## src/rtl/oric_key_matrix_if.sv

```systemverilog
// Key-event and matrix-scan bundle between user_io, the Oric core and oric_key_matrix.
// Signals: key_strobe/key_pressed/key_extended/key_code in; row_sel/col_mask_n scan in; key_sense/nmi_n/matrix_dbg out.
interface oric_key_matrix_if;
    logic        key_strobe;
    logic        key_pressed;
    logic        key_extended;
    logic [7:0]  key_code;
    logic [2:0]  row_sel;
    logic [7:0]  col_mask_n;
    logic        key_sense;
    logic        nmi_n;
    logic [63:0] matrix_dbg;

    modport master (
        output key_strobe, key_pressed, key_extended, key_code,
        output row_sel, col_mask_n,
        input  key_sense, nmi_n, matrix_dbg
    );

    modport slave (
        input  key_strobe, key_pressed, key_extended, key_code,
        input  row_sel, col_mask_n,
        output key_sense, nmi_n, matrix_dbg
    );
endinterface

```

## src/rtl/oric_key_matrix.sv

```systemverilog
// PS/2 set-2 key events -> Oric 8x8 keyboard matrix, scan sense bit and F10 NMI pulse.
// Ports: clk_sys, reset_n (async active low), kb (slave): key events, row/column scan, sense/NMI/debug outputs.
module oric_key_matrix #(
    parameter int NMI_MIN_CYCLES = 24000,
    parameter bit EXT_KEYS       = 1'b1
) (
    input  logic               clk_sys,
    input  logic               reset_n,
    oric_key_matrix_if.slave   kb
);

    localparam int CW = (NMI_MIN_CYCLES > 1) ? $clog2(NMI_MIN_CYCLES) : 1;

    typedef enum logic [1:0] {
        IDLE,
        HOLD,
        WAIT_REL
    } state_t;

    // {hit, row[2:0], col[2:0]}
    function automatic logic [6:0] lookup(input logic ext, input logic [7:0] code);
        logic [6:0] r;
        r = '0;
        if (ext) begin
            case (code)
                8'h75:   r = {1'b1, 3'd4, 3'd3};
                8'h72:   r = {1'b1, 3'd4, 3'd6};
                8'h6B:   r = {1'b1, 3'd4, 3'd5};
                8'h74:   r = {1'b1, 3'd4, 3'd7};
                default: r = '0;
            endcase
        end else begin
            case (code)
                8'h26:   r = {1'b1, 3'd0, 3'd7};
                8'h22:   r = {1'b1, 3'd0, 3'd6};
                8'h16:   r = {1'b1, 3'd0, 3'd5};
                8'h2A:   r = {1'b1, 3'd0, 3'd3};
                8'h2E:   r = {1'b1, 3'd0, 3'd2};
                8'h31:   r = {1'b1, 3'd0, 3'd1};
                8'h3D:   r = {1'b1, 3'd0, 3'd0};
                8'h23:   r = {1'b1, 3'd1, 3'd7};
                8'h15:   r = {1'b1, 3'd1, 3'd6};
                8'h76:   r = {1'b1, 3'd1, 3'd5};
                8'h2B:   r = {1'b1, 3'd1, 3'd3};
                8'h2D:   r = {1'b1, 3'd1, 3'd2};
                8'h2C:   r = {1'b1, 3'd1, 3'd1};
                8'h3B:   r = {1'b1, 3'd1, 3'd0};
                8'h21:   r = {1'b1, 3'd2, 3'd7};
                8'h1E:   r = {1'b1, 3'd2, 3'd6};
                8'h1A:   r = {1'b1, 3'd2, 3'd5};
                8'h14:   r = {1'b1, 3'd2, 3'd4};
                8'h25:   r = {1'b1, 3'd2, 3'd3};
                8'h32:   r = {1'b1, 3'd2, 3'd2};
                8'h36:   r = {1'b1, 3'd2, 3'd1};
                8'h3A:   r = {1'b1, 3'd2, 3'd0};
                8'h52:   r = {1'b1, 3'd3, 3'd7};
                8'h75:   r = {1'b1, 3'd3, 3'd7};
                8'h5D:   r = {1'b1, 3'd3, 3'd6};
                8'h4E:   r = {1'b1, 3'd3, 3'd3};
                8'h4C:   r = {1'b1, 3'd3, 3'd2};
                8'h46:   r = {1'b1, 3'd3, 3'd1};
                8'h42:   r = {1'b1, 3'd3, 3'd0};
                8'h12:   r = {1'b1, 3'd4, 3'd4};
                8'h49:   r = {1'b1, 3'd4, 3'd2};
                8'h41:   r = {1'b1, 3'd4, 3'd1};
                8'h29:   r = {1'b1, 3'd4, 3'd0};
                8'h54:   r = {1'b1, 3'd5, 3'd7};
                8'h5B:   r = {1'b1, 3'd5, 3'd6};
                8'h66:   r = {1'b1, 3'd5, 3'd5};
                8'h11:   r = {1'b1, 3'd5, 3'd4};
                8'h4D:   r = {1'b1, 3'd5, 3'd3};
                8'h44:   r = {1'b1, 3'd5, 3'd2};
                8'h43:   r = {1'b1, 3'd5, 3'd1};
                8'h3C:   r = {1'b1, 3'd5, 3'd0};
                8'h1D:   r = {1'b1, 3'd6, 3'd7};
                8'h1B:   r = {1'b1, 3'd6, 3'd6};
                8'h1C:   r = {1'b1, 3'd6, 3'd5};
                8'h24:   r = {1'b1, 3'd6, 3'd3};
                8'h34:   r = {1'b1, 3'd6, 3'd2};
                8'h33:   r = {1'b1, 3'd6, 3'd1};
                8'h35:   r = {1'b1, 3'd6, 3'd0};
                8'h55:   r = {1'b1, 3'd7, 3'd7};
                8'h5A:   r = {1'b1, 3'd7, 3'd5};
                8'h59:   r = {1'b1, 3'd7, 3'd4};
                8'h4A:   r = {1'b1, 3'd7, 3'd3};
                8'h45:   r = {1'b1, 3'd7, 3'd2};
                8'h4B:   r = {1'b1, 3'd7, 3'd1};
                8'h3E:   r = {1'b1, 3'd7, 3'd0};
                default: r = '0;
            endcase
        end
        return r;
    endfunction

    logic [6:0]  lk;
    logic        s1_valid;
    logic        s1_pressed;
    logic        s1_hit;
    logic [5:0]  s1_idx;
    logic        s1_f10;
    logic [63:0] matrix;
    logic        key_sense_q;
    logic        f10_held;
    logic        f10_make;
    logic        f10_brk;
    logic        held_now;
    state_t      state, state_n;
    logic [CW-1:0] cnt, cnt_n;

    assign lk = lookup(kb.key_extended, kb.key_code);

    // Stage 1: registered decode
    always_ff @(posedge clk_sys or negedge reset_n) begin
        if (!reset_n) begin
            s1_valid   <= 1'b0;
            s1_pressed <= 1'b0;
            s1_hit     <= 1'b0;
            s1_idx     <= '0;
            s1_f10     <= 1'b0;
        end else begin
            s1_valid   <= kb.key_strobe;
            s1_pressed <= kb.key_pressed;
            s1_hit     <= lk[6] & (EXT_KEYS | ~kb.key_extended);
            s1_idx     <= lk[5:0];
            s1_f10     <= ~kb.key_extended & (kb.key_code == 8'h09);
        end
    end

    // Stage 2: matrix write; scan sense sees the pre-write matrix
    always_ff @(posedge clk_sys or negedge reset_n) begin
        if (!reset_n) begin
            matrix      <= '0;
            key_sense_q <= 1'b0;
        end else begin
            if (s1_valid && s1_hit)
                matrix[s1_idx] <= s1_pressed;
            key_sense_q <= |(matrix[{kb.row_sel, 3'b000} +: 8] & ~kb.col_mask_n);
        end
    end

    assign f10_make = s1_valid & s1_f10 & s1_pressed;
    assign f10_brk  = s1_valid & s1_f10 & ~s1_pressed;
    // Key state including the event decoded this cycle
    assign held_now = f10_make | (f10_held & ~f10_brk);

    always_ff @(posedge clk_sys or negedge reset_n) begin
        if (!reset_n) begin
            state    <= IDLE;
            cnt      <= '0;
            f10_held <= 1'b0;
        end else begin
            state <= state_n;
            cnt   <= cnt_n;
            if (s1_valid && s1_f10)
                f10_held <= s1_pressed;
        end
    end

    always_comb begin
        state_n = state;
        cnt_n   = cnt;
        case (state)
            IDLE: begin
                if (f10_make) begin
                    state_n = HOLD;
                    cnt_n   = CW'(NMI_MIN_CYCLES - 1);
                end
            end
            HOLD: begin
                if (cnt != '0)
                    cnt_n = cnt - 1'b1;
                else
                    state_n = held_now ? WAIT_REL : IDLE;
            end
            WAIT_REL: begin
                if (f10_brk)
                    state_n = IDLE;
            end
            default: state_n = IDLE;
        endcase
    end

    assign kb.nmi_n      = (state == IDLE);
    assign kb.key_sense  = key_sense_q;
    assign kb.matrix_dbg = matrix;

endmodule
```

## src/flat_wrapper.sv

```systemverilog
// flat-port wrapper written by rule: the top's interface ports become plain ports
module oric_key_matrix_flat 
#(
    parameter int NMI_MIN_CYCLES = 24000,
    parameter bit EXT_KEYS       = 1'b1
)
  (clk_sys, reset_n, kb_key_strobe, kb_key_pressed, kb_key_extended, kb_key_code, kb_row_sel, kb_col_mask_n, kb_key_sense, kb_nmi_n, kb_matrix_dbg);
  oric_key_matrix_if kb_i ();
  input  logic clk_sys;
  input  logic reset_n;
  input wire logic [$bits(kb_i.key_strobe)-1:0] kb_key_strobe;
  input wire logic [$bits(kb_i.key_pressed)-1:0] kb_key_pressed;
  input wire logic [$bits(kb_i.key_extended)-1:0] kb_key_extended;
  input wire logic [$bits(kb_i.key_code)-1:0] kb_key_code;
  input wire logic [$bits(kb_i.row_sel)-1:0] kb_row_sel;
  input wire logic [$bits(kb_i.col_mask_n)-1:0] kb_col_mask_n;
  output wire logic [$bits(kb_i.key_sense)-1:0] kb_key_sense;
  output wire logic [$bits(kb_i.nmi_n)-1:0] kb_nmi_n;
  output wire logic [$bits(kb_i.matrix_dbg)-1:0] kb_matrix_dbg;
  assign kb_i.key_strobe = kb_key_strobe;
  assign kb_i.key_pressed = kb_key_pressed;
  assign kb_i.key_extended = kb_key_extended;
  assign kb_i.key_code = kb_key_code;
  assign kb_i.row_sel = kb_row_sel;
  assign kb_i.col_mask_n = kb_col_mask_n;
  assign kb_key_sense = kb_i.key_sense;
  assign kb_nmi_n = kb_i.nmi_n;
  assign kb_matrix_dbg = kb_i.matrix_dbg;
  oric_key_matrix #(.NMI_MIN_CYCLES(NMI_MIN_CYCLES), .EXT_KEYS(EXT_KEYS)) u_core (.clk_sys(clk_sys), .reset_n(reset_n), .kb(kb_i));
endmodule
```

## config.mk

```make
export PLATFORM = sky130hd
export DESIGN_NAME = oric_key_matrix_flat
export DESIGN_NICKNAME = d
export VERILOG_FILES = /design/src/rtl/oric_key_matrix_if.sv /design/src/rtl/oric_key_matrix.sv /design/src/flat_wrapper.sv
export SDC_FILE = /design/constraint.sdc
export NUM_CORES = 1
export LEC_CHECK = 0
export ABC_AREA = 1
export CAP_MARGIN = 20
export CELL_PAD_IN_SITES_DETAIL_PLACEMENT = 0
export CELL_PAD_IN_SITES_GLOBAL_PLACEMENT = 2
export CORE_MARGIN = 2
export CORE_UTILIZATION = 33
export CTS_CLUSTER_DIAMETER = 80
export CTS_CLUSTER_SIZE = 40
export DETAILED_ROUTE_END_ITERATION = 12
export PLACE_DENSITY_LB_ADDON = 0.1
export SKIP_CTS_REPAIR_TIMING = 1
export SYNTH_ARGS = -nofsm -noshare
export SYNTH_HDL_FRONTEND = slang
export SYNTH_SLANG_ARGS = --single-unit
```

## constraint.sdc

```tcl
create_clock -name clk_sys -period 2.8 [get_ports clk_sys]
set_clock_uncertainty 0.2 [all_clocks]
set_input_delay 0.56 -clock clk_sys [delete_from_list [all_inputs] [get_ports clk_sys]]
set_output_delay 0.56 -clock clk_sys [all_outputs]
set_load 0.01 [all_outputs]
```

==> flow_metrics.env, run 1 <==
export IMPL_status="complete, but fails checks"
export IMPL_violations="hold timing"
export IMPL_cp_cell_sequence="inv_1 > ha_1 > nand2_1 > nor2_1 > nand3_1 > nand2_1 > nand2_2 > inv_2 > o21ai_0"
export IMPL_drc=0
export IMPL_multi_input_comb_area_um2=2750
export IMPL_dr_pass1_iters=5
export IMPL_final_setup_viol_count=0
export IMPL_total_power_mw=3.27
export IMPL_crit_arrival_ns=2.38
export IMPL_register_area_um2=2330
export IMPL_worstSetupStartpointType="register"
export IMPL_rsz0062_at_grt="no"
export IMPL_chipWidth_um=133
export IMPL_synthesis_nets=759
export IMPL_fmax_mhz=425
export IMPL_synth_seq_cells=93
export IMPL_instances_no_fill=1049
export IMPL_hold_class="input pin to asynchronous set/reset pin"
export IMPL_synth_cell_area_um2=5460
export IMPL_placement_io_buffers=89
export IMPL_fillCellCount=1743
export IMPL_crit_family="simple AND/OR/NAND/NOR gates"
export IMPL_total_leakage_power_nw=3.19
export IMPL_timing_worst_setup_path_type="register to register"
export IMPL_post_synth_cell_area_avg_um2=7.50
export IMPL_reg2regPathDepth=9
export IMPL_synth_cell_type_count=33
export IMPL_h_tree_depth=3
export IMPL_clock_tree_buffer_depth=2
export IMPL_cts_tree="built"
export IMPL_vdd_ir_drop_max_uv=253
export IMPL_fin_tns_setup_ns=0
export IMPL_finalNetCount=855
export IMPL_chipHeight_um=133
export IMPL_synth_enable_flop_cells=0
export IMPL_core_area_um2=16300
export IMPL_clockRootBuffer="sky130_fd_sc_hd__clkbuf_16"
export IMPL_timing_slew_headroom_pct=54.3
export IMPL_met2_capacity_usage_during_global_routing_pct=36.5
export IMPL_number_of_global_route_vias_before_repair=5375
export IMPL_final_routed_wire_length_divided_by_cell_count_um=17.3
export IMPL_critical_path_cell_count=9
export IMPL_place_area_um2=6730
export IMPL_synth_cells_most_frequent="sky130_fd_sc_hd__nand2_1, sky130_fd_sc_hd__nor2_1, sky130_fd_sc_hd__dfrtp_1"
export IMPL_initial_core_util_pct=33.4
export IMPL_synthMostInstantiatedCell="sky130_fd_sc_hd__nand2_1"
export IMPL_worst_path_largest_cell_delay_ns=0.39
export IMPL_path_clk_slew_ns=0.07
export IMPL_antenna_cells_inserted=0
export IMPL_detailedRoute_firstIterationViolations=410
export IMPL_avgViaCountPerCell=5.27
export IMPL_antenna_violating_nets_post_route=0
export IMPL_routabilityCongestion=0.911
export IMPL_most_frequent_cell_on_the_critical_path="sky130_fd_sc_hd__nand2_1"
export IMPL_path_max_fanout=18
export IMPL_die_area_um2=17600
export IMPL_core_rowCount=47
export IMPL_final_max_slew_viol_count=0
export IMPL_fin_crit_ns=2.36
export IMPL_synth_top_flop_cell="sky130_fd_sc_hd__dfrtp_1"
export IMPL_worst_slack_ns=0.444
export IMPL_place_detailed_instances=1033
export IMPL_fin_hold_ws_ns=-0.00153
export IMPL_met1_usage_pct=27.7
export IMPL_ys_warnings_count=0
export IMPL_power_density_nw_per_um2=467
export IMPL_max_cap_violations=0
export IMPL_global_route_wire_length_before_repair_um=29700
export IMPL_grtUsageTotal_pct=21.4
export IMPL_max_slew_worst_pin_slew_ns=0.685
export IMPL_numClockSinks=93
export IMPL_clock_insertion_delay_worst_skew_ns=0.34
export IMPL_post_route_period_util_pct=84.1
export IMPL_globalRouteOverflowTotal=0
export IMPL_finalCoreUtilization_pct=42.9
export IMPL_synth_top_cell_by_area="sky130_fd_sc_hd__dfrtp_1"
export IMPL_postSynthCellCount=728
export IMPL_syn2layout_area_growth_pct=28.3
export IMPL_dp_hpwl_um=13300
export IMPL_numCtsBuffers=9
export IMPL_pin_count=90
export IMPL_synthDominantCellAreaShare_pct=42.6
export IMPL_final_cell_area_um2=7010
export IMPL_seq_area_frac_synth_pct=42.6
export IMPL_globalRoute_busiestLayer="met2"
export IMPL_final_layout_size_suffix_gt1_share_pct=8.32
export IMPL_grt_start_max_net_pins=65
export IMPL_total_wire_length_after_detailed_routing_um=18200
export IMPL_top_cells_by_area_synth="sky130_fd_sc_hd__dfrtp_1, sky130_fd_sc_hd__nand2_1, sky130_fd_sc_hd__nor2_1"
export IMPL_finalHoldViolations=1
export IMPL_dp_worst_setup_slack_ns=0.184
export IMPL_critical_path_slowest_cell="sky130_fd_sc_hd__dfrtp_1"
export IMPL_crit_path_end_kind="register"
export IMPL_grt_met3_usage_pct=3.33
export IMPL_antenna_found_initial=0
export IMPL_ys_async_sr_fraction_pct=100
export IMPL_cp_buffers_inverters=2
export IMPL_detailroute_via_count=5527
export IMPL_timing_critical_path_required_ns=2.82
## area by class of cell
class | instances | share of cell area (%)
Clock buffer | 11 | 3.46
Clock inverter | 5 | 0.518
Inverter | 51 | 2.73
Multi-Input combinational cell | 542 | 39.2
Sequential cell | 93 | 33.2
Tap cell | 220 | 3.93
Timing Repair Buffer | 127 | 16.9
## flip-flops by register name, summed over array words and instances (netlist names), 2 cells and up
name and flops:
u_core.s1_idx 6, u_core.state 2, u_core.cnt 15, u_core.kb.matrix_dbg 64
## worst reg2reg max path: stages, from the launching register on
cell	delay (ns)
sky130_fd_sc_hd__dfrtp_1	0.39
sky130_fd_sc_hd__inv_1	0.15
sky130_fd_sc_hd__ha_1	0.26
sky130_fd_sc_hd__nand2_1	0.16
sky130_fd_sc_hd__nor2_1	0.20
sky130_fd_sc_hd__nand3_1	0.12
sky130_fd_sc_hd__nand2_1	0.19
sky130_fd_sc_hd__nand2_2	0.25
sky130_fd_sc_hd__inv_2	0.20
sky130_fd_sc_hd__o21ai_0	0.11
## cells in the final DEF, fill, tap and decap left out, drive strengths merged, types with 10 or more instances in the layout
cell,Yosys,layout
o21ai,57,57
nand3b,10,10
nand2,124,124
buf,15,39
clkdlybuf4s50,0,88
a31oi,60,60
nand3,59,59
a21oi,74,74
inv,50,49
nor2,109,109
clkbuf,27,11
dfrtp,93,93
## where the power goes
group	internal, mW	switching (mW)
logic	0.264	0.372
registers	1.40	0.0602
clock network	0.627	0.542
## path summary, 6_finish.rpt
check / from / end / slack (ns)
max: u_core.cnt[0]$_DFFE_PN0P_ / u_core.cnt[13]$_DFFE_PN0P_ / 0.44
min: reset_n / u_core.kb.matrix_dbg[50]$_DFFE_PN0P_ / -0.002
max reg2reg: u_core.cnt[0]$_DFFE_PN0P_ / u_core.cnt[13]$_DFFE_PN0P_ / 0.44
min reg2reg: u_core.cnt[14]$_DFFE_PN0P_ / u_core.cnt[14]$_DFFE_PN0P_ / 0.28
max in group asynchronous: reset_n / u_core.kb.matrix_dbg[38]$_DFFE_PN0P_ / 1.74
min in group clk_sys: u_core.cnt[14]$_DFFE_PN0P_ / u_core.cnt[14]$_DFFE_PN0P_ / 0.28
## kinds of logic (layout without fill, tap and decap cells)
group	after synthesis	in the layout	share of synthesized area (%)
flip-flops	93	93	42.6
multiplexers	1	1	0.183
XOR/XNOR	5	5	0.802
adder cells (fa/ha/maj)	7	7	1.60
AND/OR/NAND/NOR	324	324	26.7
AO/OA/AOI/OAI	205	205	20.8
buffers and inverters	93	194	7.26
## metal layers
layer  vias up  wire length (um)  share of wire, %
li1       2703                 -                 -
met1      2623              7820                43
met2       170              9070                50
met3        31               849               4.7
met4         0               445               2.4
met5         -                 0                 0
(Power assumes the default switching activity.)
==> inputs of run 2 (changes only) <==
- CORE_UTILIZATION: 33 -> 28
- clock period: 2.8 -> 2 ns (I/O delays scaled with it)
==> run 2 against run 1 <==
  * The run now ends clean
  * Final area is 10% higher
  * Routed wire length is 6.6% higher
  * Die area is 17% higher
  * Critical endpoint is now u_core.s1_idx[4]$_DFF_PN0_
  * Utilization is 2.7 points lower
  * Global-route usage is 2.4 points lower
  * Clock power is 61% higher
  * Largest cell class unchanged
==> flow_metrics.env, run 2 (synthesis gave the netlist of run 1 again) <==
export IMPL_dp_worst_setup_slack_ns=-0.490
export IMPL_grt_start_max_net_pins=94
export IMPL_core_area_um2=19300
export IMPL_pin_count=90
export IMPL_multi_input_comb_area_um2=2840
export IMPL_worst_slack_ns=0.0270
export IMPL_max_ffs_per_register=64
export IMPL_cp_endpoint="u_core.s1_idx[4]$_DFF_PN0_"
export IMPL_detailroute_via_count=5640
export IMPL_fmax_mhz=507
export IMPL_final_layout_size_suffix_gt1_share_pct=16.8
export IMPL_post_route_period_util_pct=98.6
export IMPL_fillCellCount=2018
export IMPL_avgViaCountPerCell=4.90
export IMPL_die_area_um2=20600
export IMPL_total_power_mw=4.96
export IMPL_crit_arrival_ns=2.00
export IMPL_startpoint="kb_key_code[2]"
export IMPL_timing_slew_headroom_pct=63.8
export IMPL_core_rowCount=51
export IMPL_h_tree_depth=3
export IMPL_global_route_wire_length_before_repair_um=30200
export IMPL_drc=0
export IMPL_antenna_cells_inserted=0
export IMPL_syn2layout_area_growth_pct=41.7
export IMPL_placement_io_buffers=89
export IMPL_numClockSinks=93
export IMPL_timing_critical_path_required_ns=2.03
export IMPL_finalNetCount=915
export IMPL_clock_tree_buffer_depth=2
export IMPL_worst_path_largest_cell_delay_ns=0.51
export IMPL_routabilityCongestion=0.892
export IMPL_hold_class="register to register"
export IMPL_timing_rr_end="u_core.kb.matrix_dbg[57]$_DFFE_PN0P_"
export IMPL_crit_path_end_kind="register"
export IMPL_number_of_global_route_vias_before_repair=5519
export IMPL_timing_worst_setup_path_type="input pin to register"
export IMPL_finalCoreUtilization_pct=40.2
export IMPL_fin_tns_setup_ns=0
export IMPL_clock_insertion_delay_worst_skew_ns=0.35
export IMPL_cts_tree="built"
export IMPL_crit_family="buffers and inverters"
export IMPL_fin_hold_ws_ns=0.285
export IMPL_antenna_violating_nets_post_route=0
export IMPL_cp_cell_sequence="clkdlybuf4s50_1 > inv_2 > buf_4 > nor2_1 > a21oi_1 > o21ai_0 > nand2_1 > nand3_1 > a21oi_2"
export IMPL_total_wire_length_after_detailed_routing_um=19400
export IMPL_final_setup_viol_count=0
export IMPL_final_common_cell="sky130_fd_sc_hd__nand2_1"
export IMPL_critical_path_cell_count=9
export IMPL_globalRouteOverflowTotal=0
export IMPL_detailedRoute_firstIterationViolations=316
export IMPL_numCtsBuffers=9
export IMPL_total_leakage_power_nw=3.57
export IMPL_register_area_um2=2330
export IMPL_final_max_slew_viol_count=0
export IMPL_critical_path_slowest_cell="sky130_fd_sc_hd__clkdlybuf4s50_1"
export IMPL_chipHeight_um=144
export IMPL_path_max_fanout=4
export IMPL_antenna_found_initial=0
export IMPL_status="complete, no violations"
export IMPL_rsz0062_at_grt="yes"
export IMPL_initial_core_util_pct=28.3
export IMPL_dp_hpwl_um=14300
export IMPL_fin_crit_ns=1.97
export IMPL_vdd_ir_drop_max_uv=393
export IMPL_finalHoldViolations=0
export IMPL_worstSetupStartpointType="input pin"
export IMPL_dr_pass1_iters=4
export IMPL_power_density_nw_per_um2=641
export IMPL_chipWidth_um=144
export IMPL_reg2regPathDepth=6
export IMPL_max_slew_worst_pin_slew_ns=0.543
export IMPL_r2r_start="u_core.s1_idx[1]$_DFF_PN0_"
export IMPL_cp_buffers_inverters=3
export IMPL_path_clk_slew_ns=0.07
export IMPL_grtUsageTotal_pct=19.0
export IMPL_most_used_cells_in_the_layout_excluding_fill_and_tap_cells="sky130_fd_sc_hd__nand2_1, sky130_fd_sc_hd__nor2_1, sky130_fd_sc_hd__dfrtp_1"
export IMPL_clockRootBuffer="sky130_fd_sc_hd__clkbuf_16"
export IMPL_final_routed_wire_length_divided_by_cell_count_um=16.8
export IMPL_worst_case_register_to_register_setup_slack_ns=0.18
export IMPL_max_cap_violations=0
## run 2: cell types whose count changed in the layout (fill, tap and decap cells not counted), sizes merged, moves of 2 or more
| cell | change |
|---|---|
| clkbuf | -2 |
| clkdlybuf4s50 | -5 |
| clkinvlp | -2 |
| dlymetal6s2s | +5 |
| bufinv | +2 |
| buf | +59 |
## run 2: worst reg2reg max path, stage by stage (launching register included)
cell and delay, ns:
sky130_fd_sc_hd__dfrtp_1 0.50, sky130_fd_sc_hd__inv_2 0.20, sky130_fd_sc_hd__nand3_1 0.09, sky130_fd_sc_hd__nor2_1 0.27, sky130_fd_sc_hd__buf_4 0.26, sky130_fd_sc_hd__a21oi_1 0.08
sky130_fd_sc_hd__a31oi_1 0.15
## run 2: worst min-delay path by stage
stage                               start                                   end  slack (ns)  cells after the start
6_report       u_core.cnt[14]$_DFFE_PN0P_            u_core.cnt[14]$_DFFE_PN0P_        0.29                      2
5_1_grt                    kb_key_pressed           u_core.s1_pressed$_DFF_PN0_        0.28                      1
4_1_cts                           reset_n  u_core.kb.matrix_dbg[42]$_DFFE_PN0P_       -0.07                      2
3_5_place_dp   u_core.cnt[14]$_DFFE_PN0P_            u_core.cnt[14]$_DFFE_PN0P_        0.28                      2
3_3_place_gp   u_core.cnt[14]$_DFFE_PN0P_            u_core.cnt[14]$_DFFE_PN0P_        0.26                      2
2_1_floorplan                     reset_n             u_core.cnt[0]$_DFFE_PN0P_        -0.1                      0
## run 2: through the flow
step | instances | instance area [um2]
detailed placement | 1131 | 7240
CTS | 1145 | 7550
floorplan | 728 | 5460
global route | 1152 | 7740
finish | 1152 | 7740
global placement | 1131 | 7240
## run 2: power breakdown
part,switching [mW],leakage (nW),total [mW],internal [mW]
Combinational,0.561,2.14,1.03,0.466
Sequential,0.0924,1.28,2.06,1.96
Clock,0.791,0.148,1.88,1.09
Total,1.44,3.57,4.96,3.52
## run 2: area by class of cell
type,count,share of cell area [%]
clock buffer,9,2.91
clock inverter,5,1.10
inverter,51,2.47
multi-input combinational,542,36.8
sequential,93,30.1
tap,265,4.28
timing repair buffer,187,22.4
## run 2: metal layers
metal  share of wire (%)  vias to the layer above  track usage, %
li1                    -                     2814               -
met1                  45                     2660            24.2
met2                  49                      135            33.0
met3                 3.9                       31            2.90
met4                 2.3                        0            6.24
met5                   0                        -               0
==> inputs of run 3 (changes only) <==
- REMOVE_ABC_BUFFERS: not set -> 1
==> run 3 against run 2 <==
  * Combinational power hardly changed
  * Sequential cell count stayed put
  * Routed wire length is 4.0% lower
  * Die area stayed put
  * Final area is 0.21% lower
  * Global-route usage is 0.33 points lower
  * Critical endpoint is now kb_matrix_dbg[5]
  * Highest routed layer unchanged
==> flow_metrics.env, run 3 (synthesis gave the netlist of run 1 again) <==
export IMPL_detailroute_via_count=5631
export IMPL_timing_worst_setup_path_type="register to primary output"
export IMPL_numClockSinks=93
export IMPL_core_area_um2=19300
export IMPL_dp_worst_setup_slack_ns=-0.413
export IMPL_routabilityCongestion=0.879
export IMPL_fin_crit_ns=1.93
export IMPL_fin_tns_setup_ns=0
export IMPL_cp_cell_sequence="clkdlybuf4s50_1"
export IMPL_globalRouteOverflowTotal=0
export IMPL_drc=0
export IMPL_startpoint="u_core.kb.matrix_dbg[5]$_DFFE_PN0P_"
export IMPL_final_common_cell="sky130_fd_sc_hd__nand2_1"
export IMPL_fmax_mhz=518
export IMPL_max_cap_violations=0
export IMPL_chipWidth_um=144
export IMPL_max_ffs_per_register=64
export IMPL_antenna_found_initial=0
export IMPL_numCtsBuffers=9
export IMPL_finalHoldViolations=0
export IMPL_antenna_cells_inserted=0
export IMPL_timing_critical_path_required_ns=1.40
export IMPL_finalCoreUtilization_pct=40.1
export IMPL_syn2layout_area_growth_pct=41.4
export IMPL_cp_buffers_inverters=1
export IMPL_detailedRoute_firstIterationViolations=316
export IMPL_power_density_nw_per_um2=657
export IMPL_worstSetupStartpointType="register"
export IMPL_die_area_um2=20600
export IMPL_dp_hpwl_um=13900
export IMPL_clockRootBuffer="sky130_fd_sc_hd__clkbuf_16"
export IMPL_post_route_period_util_pct=96.5
export IMPL_hold_class="register to register"
export IMPL_chipHeight_um=144
export IMPL_path_max_fanout=3
export IMPL_avgViaCountPerCell=4.89
export IMPL_final_setup_viol_count=0
export IMPL_antenna_violating_nets_post_route=0
export IMPL_total_wire_length_after_detailed_routing_um=18600
export IMPL_initial_core_util_pct=28.3
export IMPL_h_tree_depth=3
export IMPL_clock_tree_buffer_depth=2
export IMPL_total_leakage_power_nw=3.60
export IMPL_core_rowCount=51
export IMPL_worst_path_largest_cell_delay_ns=0.56
export IMPL_dr_pass1_iters=5
export IMPL_pin_count=90
export IMPL_finalNetCount=913
export IMPL_timing_slew_headroom_pct=71.3
export IMPL_vdd_ir_drop_max_uv=413
export IMPL_crit_arrival_ns=1.33
export IMPL_global_route_wire_length_before_repair_um=30000
export IMPL_total_power_mw=5.08
export IMPL_max_slew_worst_pin_slew_ns=0.430
export IMPL_critical_path_slowest_cell="sky130_fd_sc_hd__clkdlybuf4s50_1"
export IMPL_grt_start_max_net_pins=65
export IMPL_final_max_slew_viol_count=0
export IMPL_number_of_global_route_vias_before_repair=5583
export IMPL_grtUsageTotal_pct=18.7
export IMPL_r2r_start="u_core.cnt[0]$_DFFE_PN0P_"
export IMPL_fin_hold_ws_ns=0.277
export IMPL_min_from="u_core.cnt[14]$_DFFE_PN0P_"
export IMPL_final_layout_size_suffix_gt1_share_pct=16.2
export IMPL_final_routed_wire_length_divided_by_cell_count_um=16.2
export IMPL_crit_family="buffers and inverters"
export IMPL_path_clk_slew_ns=0.07
export IMPL_most_used_cells_in_the_layout_excluding_fill_and_tap_cells="sky130_fd_sc_hd__nand2_1, sky130_fd_sc_hd__nor2_1, sky130_fd_sc_hd__dfrtp_1"
export IMPL_worst_slack_ns=0.0698
export IMPL_crit_path_end_kind="primary output"
export IMPL_status="complete, no violations"
export IMPL_clock_insertion_delay_worst_skew_ns=0.34
export IMPL_placement_io_buffers=89
export IMPL_cts_tree="built"
-- run 3: power by group --
part / switching, mW / internal, mW / total, mW
Sequential: 0.0889 / 1.96 / 2.05
Clock: 0.763 / 1.23 / 2.00
Combinational: 0.559 / 0.466 / 1.03
-- run 3: final timing paths --
check                           slack, ns  cells past startpoint                              endpoint
min in group asynchronous            0.34                      2  u_core.kb.matrix_dbg[59]$_DFFE_PN0P_
worst min-delay path                 0.28                      2            u_core.cnt[14]$_DFFE_PN0P_
worst min register to register       0.28                      2            u_core.cnt[14]$_DFFE_PN0P_
worst max register to register       0.16                      9            u_core.cnt[13]$_DFFE_PN0P_
worst max-delay path                 0.07                      1                      kb_matrix_dbg[5]
max in group asynchronous            0.68                      3            u_core.s1_idx[0]$_DFF_PN0_
-- run 3: per-stage QoR --
| step | instance area [um2] | instances |
|---|---|---|
| 6_report | 7720 | 1152 |
| 5_1_grt | 7720 | 1152 |
| 4_1_cts | 7610 | 1149 |
| 3_5_place_dp | 7270 | 1133 |
| 3_3_place_gp | 7270 | 1133 |
| 2_1_floorplan | 5260 | 686 |
-- run 3: layout make-up --
cell class,count,area (um2)
Clock inverter,6,116
Multi-Input combinational cell,542,2820
Inverter,51,195
Sequential cell,93,2330
Fill cell,2016,11500
Timing Repair Buffer,185,1710
Tap cell,265,332
Clock buffer,10,229
-- run 3: routing by layer --
metal	track usage, %	vias to the layer above	wire, um
li1	-	2810	-
met1	24.0	2655	8340
met2	32.7	150	9190
met3	3.13	16	821
met4	4.44	0	262
met5	0	-	0
